[config.mk]
export PLATFORM = sky130hd
export DESIGN_NAME = disp_scan_ctrl
export DESIGN_NICKNAME = d
export VERILOG_FILES = /design/src/rtl/disp_pkg.sv /design/src/rtl/disp_prescaler.sv /design/src/rtl/disp_scan_ctrl.sv
export SDC_FILE = /design/constraint.sdc
export NUM_CORES = 1
export LEC_CHECK = 0
export CORE_MARGIN = 2
export CORE_UTILIZATION = 35
export DETAILED_ROUTE_END_ITERATION = 6
export PLACE_DENSITY = 0.58
export REMOVE_ABC_BUFFERS = 1
export SLEW_MARGIN = 20
export SYNTH_ARGS = -nofsm -noshare
export SYNTH_HDL_FRONTEND = slang
export SYNTH_HIERARCHICAL = 1
export SYNTH_SLANG_ARGS = --single-unit
[constraint.sdc]
create_clock -name clk -period 2.7 [get_ports clk]
set_clock_uncertainty 0.2 [all_clocks]
set_input_delay 0.54 -clock clk [delete_from_list [all_inputs] [get_ports clk]]
set_output_delay 0.54 -clock clk [all_outputs]
set_load 0.05 [all_outputs]
[src/rtl/disp_pkg.sv]
// Shared types and constants for the display scan controller.
// Optional feature macro used by the design: DISP_GHOST_BLANK_EN.
package disp_pkg;

    localparam int DIGIT_W    = 4;
    localparam int NUM_DIGITS = 4;

    typedef logic [DIGIT_W-1:0]            digit_t;
    typedef logic [DIGIT_W*NUM_DIGITS-1:0] disp_word_t;

    typedef enum logic [0:0] {
        DISPLAY = 1'b0,
        BLANK   = 1'b1
    } scan_state_e;

    // One-hot anode pattern (active high) for a digit index.
    function automatic logic [NUM_DIGITS-1:0] sel_onehot(input logic [1:0] idx);
        logic [NUM_DIGITS-1:0] oh;
        case (idx)
            2'd0:    oh = 4'b0001;
            2'd1:    oh = 4'b0010;
            2'd2:    oh = 4'b0100;
            2'd3:    oh = 4'b1000;
            default: oh = 4'b0000;
        endcase
        return oh;
    endfunction

endpackage

[src/rtl/disp_prescaler.sv]
// Digit-slot prescaler: counts 0..PRESCALE_DIV-1 and flags the last cycle.
module disp_prescaler #(
    parameter int unsigned PRESCALE_DIV = 100000
) (
    input  logic clk,
    input  logic rst,
    output logic tick
);

    localparam int unsigned CNT_W = $clog2(PRESCALE_DIV);
    localparam logic [CNT_W-1:0] CNT_MAX = CNT_W'(PRESCALE_DIV - 1);

    logic [CNT_W-1:0] cnt_q;
    logic [CNT_W-1:0] cnt_d;

    assign tick = (cnt_q == CNT_MAX);

    // Next count: wrap to zero after the last cycle of a slot.
    always_comb begin
        cnt_d = cnt_q;
        if (cnt_q == CNT_MAX) begin
            cnt_d = '0;
        end else begin
            cnt_d = cnt_q + CNT_W'(1);
        end
    end

    // Count register with synchronous reset.
    always_ff @(posedge clk) begin
        if (rst) begin
            cnt_q <= '0;
        end else begin
            cnt_q <= cnt_d;
        end
    end

endmodule

[src/rtl/disp_scan_ctrl.sv]
// Four-digit seven-segment scan controller with a frame-synchronous
// double-buffered display word. Macro DISP_GHOST_BLANK_EN adds a blanking
// interval at the start of every digit slot to suppress ghosting.
module disp_scan_ctrl #(
    parameter int unsigned PRESCALE_DIV = 100000
`ifdef DISP_GHOST_BLANK_EN
    ,
    parameter int unsigned DEAD_CYCLES  = 16
`endif
) (
    input  logic        clk,
    input  logic        rst,
    input  logic        upd_valid,
    output logic        upd_ready,
    input  logic [15:0] upd_data,
    input  logic [3:0]  en_mask,
    output logic [1:0]  sel,
    output logic [3:0]  an,
    output logic [3:0]  d0,
    output logic [3:0]  d1,
    output logic [3:0]  d2,
    output logic [3:0]  d3,
    output logic        frame_start
);

    import disp_pkg::*;

`ifdef DISP_GHOST_BLANK_EN
    localparam int unsigned DEAD_W = $clog2(DEAD_CYCLES + 1);
    localparam logic [DEAD_W-1:0] DEAD_LAST = DEAD_W'(DEAD_CYCLES - 1);
    localparam scan_state_e RESET_STATE = BLANK;
    logic [DEAD_W-1:0] dead_q;
    logic [DEAD_W-1:0] dead_d;
`else
    localparam scan_state_e RESET_STATE = DISPLAY;
`endif

    logic        tick;
    logic        wrap;
    logic [1:0]  sel_q, sel_d;
    logic [3:0]  an_q, an_d;
    disp_word_t  act_q, act_d;
    disp_word_t  pend_q, pend_d;
    logic        pend_full_q, pend_full_d;
    logic        frame_start_q, frame_start_d;
    scan_state_e state_q, state_d;

    disp_prescaler #(.PRESCALE_DIV(PRESCALE_DIV)) u_prescaler (
        .clk  (clk),
        .rst  (rst),
        .tick (tick)
    );

    assign wrap = tick && (sel_q == 2'd3);

    // Digit index, frame pulse and double-buffer handshake. The pending word
    // is only ever moved to the active buffer at a frame wrap; a word offered
    // on the wrap cycle itself lands in pending and waits for the next wrap.
    always_comb begin
        sel_d         = sel_q;
        act_d         = act_q;
        pend_d        = pend_q;
        pend_full_d   = pend_full_q;
        frame_start_d = wrap;
        if (tick) begin
            sel_d = sel_q + 2'd1;
        end else begin
            sel_d = sel_q;
        end
        if (wrap && pend_full_q) begin
            act_d       = pend_q;
            pend_full_d = 1'b0;
        end else if (upd_valid && !pend_full_q) begin
            pend_d      = upd_data;
            pend_full_d = 1'b1;
        end else begin
            pend_full_d = pend_full_q;
        end
    end

    // Scan FSM: anode drive follows the next digit index so anode and sel
    // switch on the same edge; the mask is applied every cycle.
    always_comb begin
        state_d = state_q;
        an_d    = an_q;
`ifdef DISP_GHOST_BLANK_EN
        dead_d  = dead_q;
        case (state_q)
            DISPLAY: begin
                if (tick) begin
                    state_d = BLANK;
                    dead_d  = '0;
                    an_d    = 4'hF;
                end else begin
                    an_d = ~(sel_onehot(sel_d) & en_mask);
                end
            end
            BLANK: begin
                if (dead_q == DEAD_LAST) begin
                    state_d = DISPLAY;
                    an_d    = ~(sel_onehot(sel_d) & en_mask);
                end else begin
                    dead_d = dead_q + DEAD_W'(1);
                    an_d   = 4'hF;
                end
            end
            default: begin
                state_d = BLANK;
                dead_d  = '0;
                an_d    = 4'hF;
            end
        endcase
`else
        case (state_q)
            DISPLAY: an_d = ~(sel_onehot(sel_d) & en_mask);
            default: begin
                state_d = DISPLAY;
                an_d    = ~(sel_onehot(sel_d) & en_mask);
            end
        endcase
`endif
    end

    // State and output registers; reset discards any pending word.
    always_ff @(posedge clk) begin
        if (rst) begin
            sel_q         <= 2'd0;
            an_q          <= 4'hF;
            act_q         <= '0;
            pend_q        <= '0;
            pend_full_q   <= 1'b0;
            frame_start_q <= 1'b0;
            state_q       <= RESET_STATE;
`ifdef DISP_GHOST_BLANK_EN
            dead_q        <= '0;
`endif
        end else begin
            sel_q         <= sel_d;
            an_q          <= an_d;
            act_q         <= act_d;
            pend_q        <= pend_d;
            pend_full_q   <= pend_full_d;
            frame_start_q <= frame_start_d;
            state_q       <= state_d;
`ifdef DISP_GHOST_BLANK_EN
            dead_q        <= dead_d;
`endif
        end
    end

    assign upd_ready   = ~pend_full_q;
    assign sel         = sel_q;
    assign an          = an_q;
    assign d0          = act_q[3:0];
    assign d1          = act_q[7:4];
    assign d2          = act_q[11:8];
    assign d3          = act_q[15:12];
    assign frame_start = frame_start_q;

endmodule

==> reports/results.ini <==
[grt]
grt_max_degree = 33
grt_pass1_wl_mm = 7.94
gr-total-overflow = 0
grtUsageTotal = 0.141
antenna_found_initial = 0
first_global_vias = 1782

[clock_tree]
clk_path_buf_depth = 2
tritoncts = built
clk-insertion-delay-late_ns = 0.33
ctsResizeCount = 0
postCtsHoldBufs = 0
root_buffer = clkbuf_8
cts_setup_buffers = 0
numCtsBuffers = 9
clkSinkCount = 57
htree_levels = 3
clkTransAtPathRegs_ns = 0.06

[route]
met3_length_um = 333
ant_nets = 0
totalWireLength_mm = 4.71
wl_per_cell_um = 12.0
wl_met2_mm = 2.10
route.detailed.drc = 0
dr.pass1.iters = 4
drt-initial-drc-count = 84
wl_met1_mm = 2.17
vias_per_cell = 4.73
vias = 1854
maxUsedRoutingLayer = met4

[timing]
final-setup-viol-count = 0
drv_slew = 0
fmax_mhz = 425
layout_setup_ws_ns = 0.347
post-route-period-util = 0.871
finalSetupTns_ns = 0
max-slew-margin-rel = 0.564
hold_viol_final = 0
period_needed_ns = 2.35
rsz0062_at_grt = false
tightest_slew_ns = 0.654

[power_and_ir_drop]
share_seq_of_total_power = 0.484
powerDensity_nw_per_um2 = 611
power_frac_clock = 0.460
swShare = 0.218
leakagePower_uw = 0.00102
peakVddDrop_mv = 0.301
p_total_uw = 1800
comb_power_share = 0.056
intPower_uw = 1410
switching_power_uw = 393

[floorplan]
num_rows = 29
initial_utilization = 0.358
dieWidth_um = 84.1
ioPinCount = 47
coreArea_um2 = 6280
die_area_um2 = 7070
die_h_um = 84.1

[critical_path]
critical-path-top-delay-family = buffers and inverters
reg2reg_from = u_prescaler/cnt_q[0]
path_buf_inv = 1
r2r_slack_ns = 0.44
crit_chain = clkdlybuf4s50_1
path_max_fanout = 8
r2r_end = act_q[2]
cp_slowest_cell = clkdlybuf4s50_1
slowest_delay_ns = 0.84
arrival_ns = 1.61
worstRegToRegCells = 8
required_ns = 1.96
end_kind = output pin
critPathLaunchType = flop
path_class = reg2out

[logic_synthesis]
yosys_warnings = 6
synth-simple-area-share = 0.270
synth_compound_area_frac = 0.101
synth_adder_area_share = 0.0111
synth_cell_type_count = 38
synthXorXnorAreaFrac = 0.0507
ys_ff_latch = 57
synth_top_cell_by_area = dfxtp_1
synth_area_leaders = dfxtp_1 51%, nand2_1 12%, a21oi_1 7.8%
yosysSeqAreaShare = 0.508
synthCells = 263
syn-cell-area_um2 = 2250
syn_area_per_cell_um2 = 8.54
muxShareOfSynthArea = 0.00446
synth_top_family_by_area = simple AND/OR/NAND/NOR gates
yosys.area.top_type_share = 0.508

[worst_hold_path]
hold_path_startpoint = pend_q[12]
whs_path_depth = 2
hold_path_class = reg2reg
hold_end = act_q[12]

[placed_design]
gp_congestion = 0.747
port_buffers = 46
place_inst = 376
pre_cts_slack_ns = 0.427
hpwl_mm = 3.10

[layout]
fin_cells = 392
mostFrequentLayoutCell = nand2_1
syn2layout_area_growth_pct = 31.4
layout_common_cells = 69 x nand2_1, 57 x dfxtp_1, 46 x clkdlybuf4s50_1, 35 x a21oi_1, 20 x nor2_1
antenna_cells = 0
final_util = 0.470
final_nets = 335
drive_gt1_frac = 0.0825

[outcome]
status = finished clean

[job]
cap_violations = 0

==> Yosys cell counts, drive strengths merged <==
| cell type | instances |
|---|---|
| and3 | 2 |
| a21oi | 35 |
| clkbuf | 4 |
| nand4 | 5 |
| nand2 | 69 |
| ha | 2 |
| a31oi | 1 |
| nand3b | 2 |
| or3 | 1 |
| or4 | 2 |
| o31a | 1 |
| nor3 | 6 |
| a31o | 1 |
| mux2i | 1 |
| nand3 | 8 |
| nand2b | 2 |
| nand4bb | 1 |
| nor4 | 4 |
| and4 | 2 |
| o22ai | 2 |
| nor2b | 1 |
| dfxtp | 57 |
| or2b | 1 |
| buf | 11 |
| o31ai | 2 |
| xor2 | 5 |
| nor2 | 20 |
| inv | 5 |
| or3b | 2 |
| xnor2 | 8 |
==> power groups by stage <==
stage	registers [uW]	clock network (uW)	logic, uW
after detailed placement	891	0	101
after CTS	872	854	102
after global placement	890	0	101
after floorplan	891	0	39.0
final	872	829	101
after global routing	874	897	112
==> metrics by stage <==
stage | area, um^2 | hold WS, ns
finish | 2950 | 0.250
global route | 2950 | 0.263
CTS | 2950 | 0.249
detailed placement | 2740 | 0.244
global placement | 2740 | 0.237
floorplan | 2140 | 0.226
==> state kept, by name (all words and copies together), names as in the netlist <==
register,flops
u_prescaler/cnt_q,17
pend_q,16
frame_start,1
pend_full_q,1
sel,2
act_q,16
an,4
==> kinds of logic (layout without fill, tap and decap cells) <==
kind of cell	Yosys count	count (layout)
xor gates and xnor gates	13	13
muxes	1	1
AOI/OAI and AO/OA	42	42
and+or+nand+nor	128	128
adders and majority gates	2	2
DFF	57	57
buffers and inverters	20	72
==> cell type report <==
cell class,instances,area [um^2]
Timing Repair Buffer,51,498
Clock buffer,12,165
Sequential cell,57,1140
Fill cell,614,3330
Tap cell,77,96.3
Clock inverter,4,50.0
Multi-Input combinational cell,186,982
Inverter,5,18.8
==> worst max-delay path by stage <==
stage,start,end,slack (ns),cells after the start
after global placement,u_prescaler/cnt_q[0],act_q[1],0.50,8
after detailed placement,u_prescaler/cnt_q[0],act_q[2],0.43,8
final,sel[0],sel[0],0.35,1
after CTS,sel[0],sel[0],0.32,1
after global routing,u_prescaler/cnt_q[0],act_q[2],0.23,8
after floorplan,u_prescaler/cnt_q[0],act_q[0],0.58,7
==> worst min-delay path: stages (launching register included) <==
cell,delay [ns]
dfxtp_1,0.31
nand2_1,0.05
a21oi_1,0.05
==> metal layers <==
metal | GRT usage | up-vias
li1 | - | 977
met1 | 0.174 | 815
met2 | 0.216 | 52
met3 | 0.0584 | 10
met4 | 0.0645 | 0
met5 | 0 | -
(Power assumes the default switching activity.)
